$ cat src/rtl/serial_alu_seq.sv
// serial_alu_seq: bit-serial WIDTH-bit ALU. Processes one bit per clock, LSB first,
// with the carry chained through a flop. Registered result/cout with a done pulse.
module serial_alu_seq #(
  parameter int WIDTH = 8
) (
  input  logic             clk,
  input  logic             rst,
  input  logic             start,
  input  logic [WIDTH-1:0] a,
  input  logic [WIDTH-1:0] b,
  input  logic [2:0]       opsel,
  input  logic             mode,
  output logic             busy,
  output logic             done,
  output logic [WIDTH-1:0] result,
  output logic             cout
);
  localparam int CW = $clog2(WIDTH);
  localparam logic [CW-1:0] LAST_BIT = CW'(WIDTH - 1);

  // Arithmetic opsel codes (mode = 0)
  localparam logic [2:0] OP_ADD   = 3'd0;
  localparam logic [2:0] OP_SUB   = 3'd1;
  localparam logic [2:0] OP_INC   = 3'd2;
  localparam logic [2:0] OP_DEC   = 3'd3;
  localparam logic [2:0] OP_PASSA = 3'd4;
  localparam logic [2:0] OP_PASSB = 3'd5;
  localparam logic [2:0] OP_SUBBA = 3'd6;

  // Logic opsel codes (mode = 1)
  localparam logic [2:0] OP_AND  = 3'd0;
  localparam logic [2:0] OP_OR   = 3'd1;
  localparam logic [2:0] OP_XOR  = 3'd2;
  localparam logic [2:0] OP_NOTA = 3'd3;
  localparam logic [2:0] OP_NOR  = 3'd4;

  typedef enum logic [1:0] {
    S_IDLE,
    S_RUN,
    S_DONE
  } state_t;

  state_t           state_reg;
  logic [WIDTH-1:0] a_reg;
  logic [WIDTH-1:0] b_reg;
  logic [WIDTH-1:0] res_reg;
  logic [WIDTH-1:0] result_reg;
  logic [2:0]       opsel_reg;
  logic             mode_reg;
  logic             carry_reg;
  logic [CW-1:0]    cnt_reg;
  logic             busy_reg;
  logic             done_reg;
  logic             cout_reg;

  logic             x_bit;
  logic             y_bit;
  logic             logic_bit;
  logic             sum_bit;
  logic             carry_next;
  logic             bit_out;
  logic             op_valid;
  logic             cout_en;
  logic [WIDTH-1:0] res_next;

  function automatic logic initial_carry(input logic m, input logic [2:0] op);
    return !m && (op == OP_SUB || op == OP_INC || op == OP_SUBBA);
  endfunction

  // One bit slice: effective operands, then full-adder or bitwise logic.
  always_comb begin
    x_bit     = 1'b0;
    y_bit     = 1'b0;
    logic_bit = 1'b0;
    case (opsel_reg)
      OP_ADD:   begin x_bit = a_reg[0];  y_bit = b_reg[0];  end
      OP_SUB:   begin x_bit = a_reg[0];  y_bit = ~b_reg[0]; end
      OP_INC:   begin x_bit = a_reg[0];  y_bit = 1'b0;      end
      OP_DEC:   begin x_bit = a_reg[0];  y_bit = 1'b1;      end
      OP_PASSA: begin x_bit = a_reg[0];  y_bit = 1'b0;      end
      OP_PASSB: begin x_bit = 1'b0;      y_bit = b_reg[0];  end
      OP_SUBBA: begin x_bit = ~a_reg[0]; y_bit = b_reg[0];  end
      default:  begin x_bit = 1'b0;      y_bit = 1'b0;      end
    endcase
    case (opsel_reg)
      OP_AND:  logic_bit = a_reg[0] & b_reg[0];
      OP_OR:   logic_bit = a_reg[0] | b_reg[0];
      OP_XOR:  logic_bit = a_reg[0] ^ b_reg[0];
      OP_NOTA: logic_bit = ~a_reg[0];
      OP_NOR:  logic_bit = ~(a_reg[0] | b_reg[0]);
      default: logic_bit = 1'b0;
    endcase
    sum_bit    = x_bit ^ y_bit ^ carry_reg;
    carry_next = (x_bit & y_bit) | (x_bit & carry_reg) | (y_bit & carry_reg);
    bit_out    = mode_reg ? logic_bit : sum_bit;
  end

  assign op_valid = mode_reg ? (opsel_reg <= OP_NOR) : (opsel_reg != 3'd7);
  assign cout_en  = !mode_reg && (opsel_reg == OP_ADD || opsel_reg == OP_SUB ||
                                  opsel_reg == OP_INC || opsel_reg == OP_DEC ||
                                  opsel_reg == OP_SUBBA);

  // New bit enters at the MSB so that after WIDTH shifts bit 0 sits at the LSB.
  for (genvar gi = 0; gi < WIDTH - 1; gi++) begin : g_res_shift
    assign res_next[gi] = res_reg[gi+1];
  end
  assign res_next[WIDTH-1] = bit_out;

  always_ff @(posedge clk) begin
    if (rst) begin
      state_reg  <= S_IDLE;
      a_reg      <= '0;
      b_reg      <= '0;
      res_reg    <= '0;
      result_reg <= '0;
      opsel_reg  <= '0;
      mode_reg   <= 1'b0;
      carry_reg  <= 1'b0;
      cnt_reg    <= '0;
      busy_reg   <= 1'b0;
      done_reg   <= 1'b0;
      cout_reg   <= 1'b0;
    end else begin
      done_reg <= 1'b0;
      case (state_reg)
        S_IDLE, S_DONE: begin
          if (start) begin
            a_reg     <= a;
            b_reg     <= b;
            opsel_reg <= opsel;
            mode_reg  <= mode;
            carry_reg <= initial_carry(mode, opsel);
            cnt_reg   <= '0;
            res_reg   <= '0;
            busy_reg  <= 1'b1;
            state_reg <= S_RUN;
          end else begin
            state_reg <= S_IDLE;
          end
        end
        S_RUN: begin
          a_reg     <= a_reg >> 1;
          b_reg     <= b_reg >> 1;
          carry_reg <= carry_next;
          res_reg   <= res_next;
          cnt_reg   <= cnt_reg + CW'(1);
          if (cnt_reg == LAST_BIT) begin
            result_reg <= op_valid ? res_next : '0;
            cout_reg   <= cout_en & carry_next;
            done_reg   <= 1'b1;
            busy_reg   <= 1'b0;
            state_reg  <= S_DONE;
          end
        end
        default: begin
          busy_reg  <= 1'b0;
          state_reg <= S_IDLE;
        end
      endcase
    end
  end

  assign busy   = busy_reg;
  assign done   = done_reg;
  assign result = result_reg;
  assign cout   = cout_reg;

endmodule
$ cat config.mk
export PLATFORM = sky130hd
export DESIGN_NAME = serial_alu_seq
export DESIGN_NICKNAME = d
export VERILOG_FILES = /design/src/rtl/serial_alu_seq.sv
export SDC_FILE = /design/constraint.sdc
export NUM_CORES = 1
export LEC_CHECK = 0
export ABC_CLOCK_PERIOD_IN_PS = 5000
export BUFFER_PORTS_ARGS = -buffer_cell sky130_fd_sc_hd__buf_2
export CORE_MARGIN = 4
export CORE_UTILIZATION = 40
export DETAILED_ROUTE_END_ITERATION = 16
export GPL_TIMING_DRIVEN = 0
export PLACE_DENSITY = 0.6
export SYNTH_ARGS = -nofsm -noshare
export SYNTH_HDL_FRONTEND = slang
export SYNTH_SLANG_ARGS = --single-unit
$ cat constraint.sdc
create_clock -name clk -period 5 [get_ports clk]
set_clock_uncertainty 0.2 [all_clocks]
set_input_delay 0.5 -clock clk [delete_from_list [all_inputs] [get_ports clk]]
set_output_delay 0.5 -clock clk [all_outputs]
set_load 0.05 [all_outputs]
==> flow_summary.toml <==
[run_status]
status = "finished clean"

[floorplanning]
die_area_um2 = 5840
initial_core_util_pct = 42.1
fp.dieW_um = 76.4
core_area_um2 = 4440
fp.dieH_um = 76.4
pin_count = 34
rows = 24

[clocking]
htreeDepth = 2
clk_pin_slew_ns = 0.09
clock_path_buffers = 2
cts_root_buf = "clkbuf_8"
post-cts-setup-buffer-count = 0
numCtsBuffers = 5
post_cts_resized = 0
cts_tree = "built"
cts_hold_buf = 0
clock_latency_ns = 0.29
cts.sinks = 44

[grt]
grt_pass1_wl_mm = 6.58
antenna_found_initial = 0
grt_max_degree = 15
grt.overflow.total = 0
grt_pass1_vias = 1426
grt_usage_pct = 13.8

[worst_hold_path]
hp-class = "in2reg"

[logic_synthesis]
synthTopCellsByArea = "dfxtp_1 47%, nor2_1 8.2%, a22oi_1 6.8%"
synth_top_area_share_pct = 47.0
yosysSeqAreaShare_pct = 47.0
ys_seq_elements = 44
synth.avg_cell_area_um2 = 8.75
synth_cell_types = 35
synth_cells = 214
ys_warn_count = 0
synth_top_cell_by_area = "dfxtp_1"
syn-cell-area_um2 = 1870
synth_nets = 243

[layout]
final_cell_area_um2 = 2190
final_cells = 306
antenna_cells = 0
final_core_util_pct = 49.2
drive_gt1_share_pct = 21.3
area_growth_pct = 16.7
fin_nets = 282

[timing]
worst_slew_pin_slew_ns = 0.460
period_share_pct = 48.2
final.setup.tns_ns = 0
setup_viol = 0
relSlewSlack_pct = 69.3
fmax_mhz = 415
min_period_ns = 2.41
hold_viol = 0
grt_setup_unrepaired = "false"
finalMaxSlewViolations = 0

[drt]
wl_per_cell_um = 13.0
wl_mm = 3.97
drt-met1-wl_mm = 2.03
top_layer = "met4"
met2_length_mm = 1.72
dr.pass1.iters = 4
vias = 1580
via_per_inst = 5.16
drc = 0
drtIter0Drc = 81
routed-wl-met3_um = 163
ant_nets = 0

[pwr]
report.power.total_w = 0.000702
p_per_area_nw_per_um2 = 321
irDropWorstVdd_v = 0.000216
power.leakage_nw = 0.905

[setup_path]
cp_cell_sequence = "buf_4 -> xor2_1 -> o211ai_1 -> a21oi_1 -> a31oi_1 -> fa_1 -> nor2b_1 -> or3_1 -> o21ai_1"
crit_path_start_kind = "flip-flop"
cp_max_fo = 10
slowest_delay_ns = 0.44
cp.arrival_ns = 2.45
worstPathRequired_ns = 5.03
cp-end-kind = "flip-flop"
worstSetupPathType = "reg2reg"
critPathSlowestCell = "fa_1"

[placed_design]
placed_area_um2 = 2100
dp_hpwl_mm = 2.91
gp_congestion = 0.768
numPlacedInstances = 298
portBuffers = 32

[flow_run]
drv_cap = 0
[worst paths after layout]
kind                                           startpoint  cells after the start                      end  slack [ns]
worst max-delay path            opsel_reg[1]$_SDFFE_PP0P_                      9  res_reg[7]$_SDFFE_PP0P_        2.59
worst min-delay path                                 b[7]                      3    b_reg[7]$_SDFFE_PP0P_        0.26
worst max register to register  opsel_reg[1]$_SDFFE_PP0P_                      9  res_reg[7]$_SDFFE_PP0P_        2.59
worst min register to register          cout$_SDFFE_PP0P_                      2        cout$_SDFFE_PP0P_        0.26
[report_power, final]
group | leakage (nW) | switching, W | internal, W
Sequential | 0.360 | 0.0000122 | 0.000369
Combinational | 0.498 | 0.0000596 | 0.0000437
Clock | 0.0479 | 0.000121 | 0.0000974
[kinds of logic (layout without fill, tap and decap cells)]
| group | count (synthesis) | count (layout) | synth area share, % |
|---|---|---|---|
| fa+ha+maj | 7 | 7 | 5.41 |
| xor+xnor | 1 | 1 | 0.468 |
| compound gates | 57 | 57 | 21.2 |
| buf+inv | 25 | 65 | 6.61 |
| flops | 44 | 44 | 47.0 |
| simple gates | 80 | 80 | 19.3 |
[metrics by stage]
stage          setup WS [ns]  hold WS (ns)
2_1_floorplan           2.75         0.266
3_3_place_gp            2.60         0.251
3_5_place_dp            2.56         0.244
4_1_cts                 2.56         0.251
5_1_grt                 2.44         0.260
6_report                2.59         0.258
[metal layers]
metal / vias up / global-route usage, %
met5: - / 0
met4: 0 / 4.35
met3: 5 / 3.78
met2: 28 / 21.9
met1: 709 / 18.1
li1: 838 / -
[layout make-up]
type / instances / area (um2)
buffer: 17 / 93.8
inverter: 8 / 30.0
multi-input combinational: 145 / 868
timing repair buffer: 32 / 160
clock buffer: 5 / 68.8
fill: 444 / 2260
clock inverter: 3 / 18.8
sequential: 44 / 881
tap: 52 / 65.1
[placed cells by master (no fill, tap or decap), types with 2 or more instances in the layout]
| cell | n |
|---|---|
| nand3b_1 | 3 |
| clkinv_2 | 2 |
| ha_1 | 4 |
| nor3_1 | 12 |
| nor2_1 | 41 |
| o21ai_1 | 2 |
| nand2b_1 | 2 |
| a21oi_1 | 11 |
| fa_1 | 2 |
| nand2_1 | 12 |
| dfxtp_1 | 44 |
| a211oi_1 | 3 |
| inv_1 | 8 |
| o22ai_1 | 14 |
| or3_1 | 2 |
| nor2b_1 | 5 |
| clkbuf_8 | 5 |
| clkbuf_1 | 6 |
| buf_2 | 38 |
| buf_4 | 4 |
| a22oi_1 | 17 |
[synthesized netlist by cell type]
library cell,n
a22oi_1,17
a2111oi_0,1
dfxtp_1,44
o21bai_1,1
nand2b_1,2
a41oi_1,1
maj3_2,1
o21ai_1,2
nor2b_1,5
o211ai_1,1
a2111o_1,1
buf_4,4
nand3b_1,3
a21oi_1,11
o32a_1,1
clkbuf_1,6
or3_1,2
nor2_4,1
a22o_1,1
nand3_1,1
nor3_1,12
a31oi_1,1
inv_1,8
nor2_1,41
a21oi_4,1
buf_6,1
ha_1,4
nor3b_1,1
buf_2,6
a211oi_1,3
nand2_1,12
o41ai_1,1
xor2_1,1
o22ai_1,14
fa_1,2
[critical path: cells and delay by family, from the launching register on]
| family | cells | cell delay (ns) |
|---|---|---|
| AO/OA/AOI/OAI | 4 | 0.57 |
| flip-flops | 1 | 0.42 |
| buffers and inverters | 1 | 0.20 |
| AND/OR/NAND/NOR | 2 | 0.44 |
| XOR/XNOR | 1 | 0.07 |
| adder cells (fa/ha/maj) | 1 | 0.44 |
No activity file was read; power rests on OpenSTA's default activity.
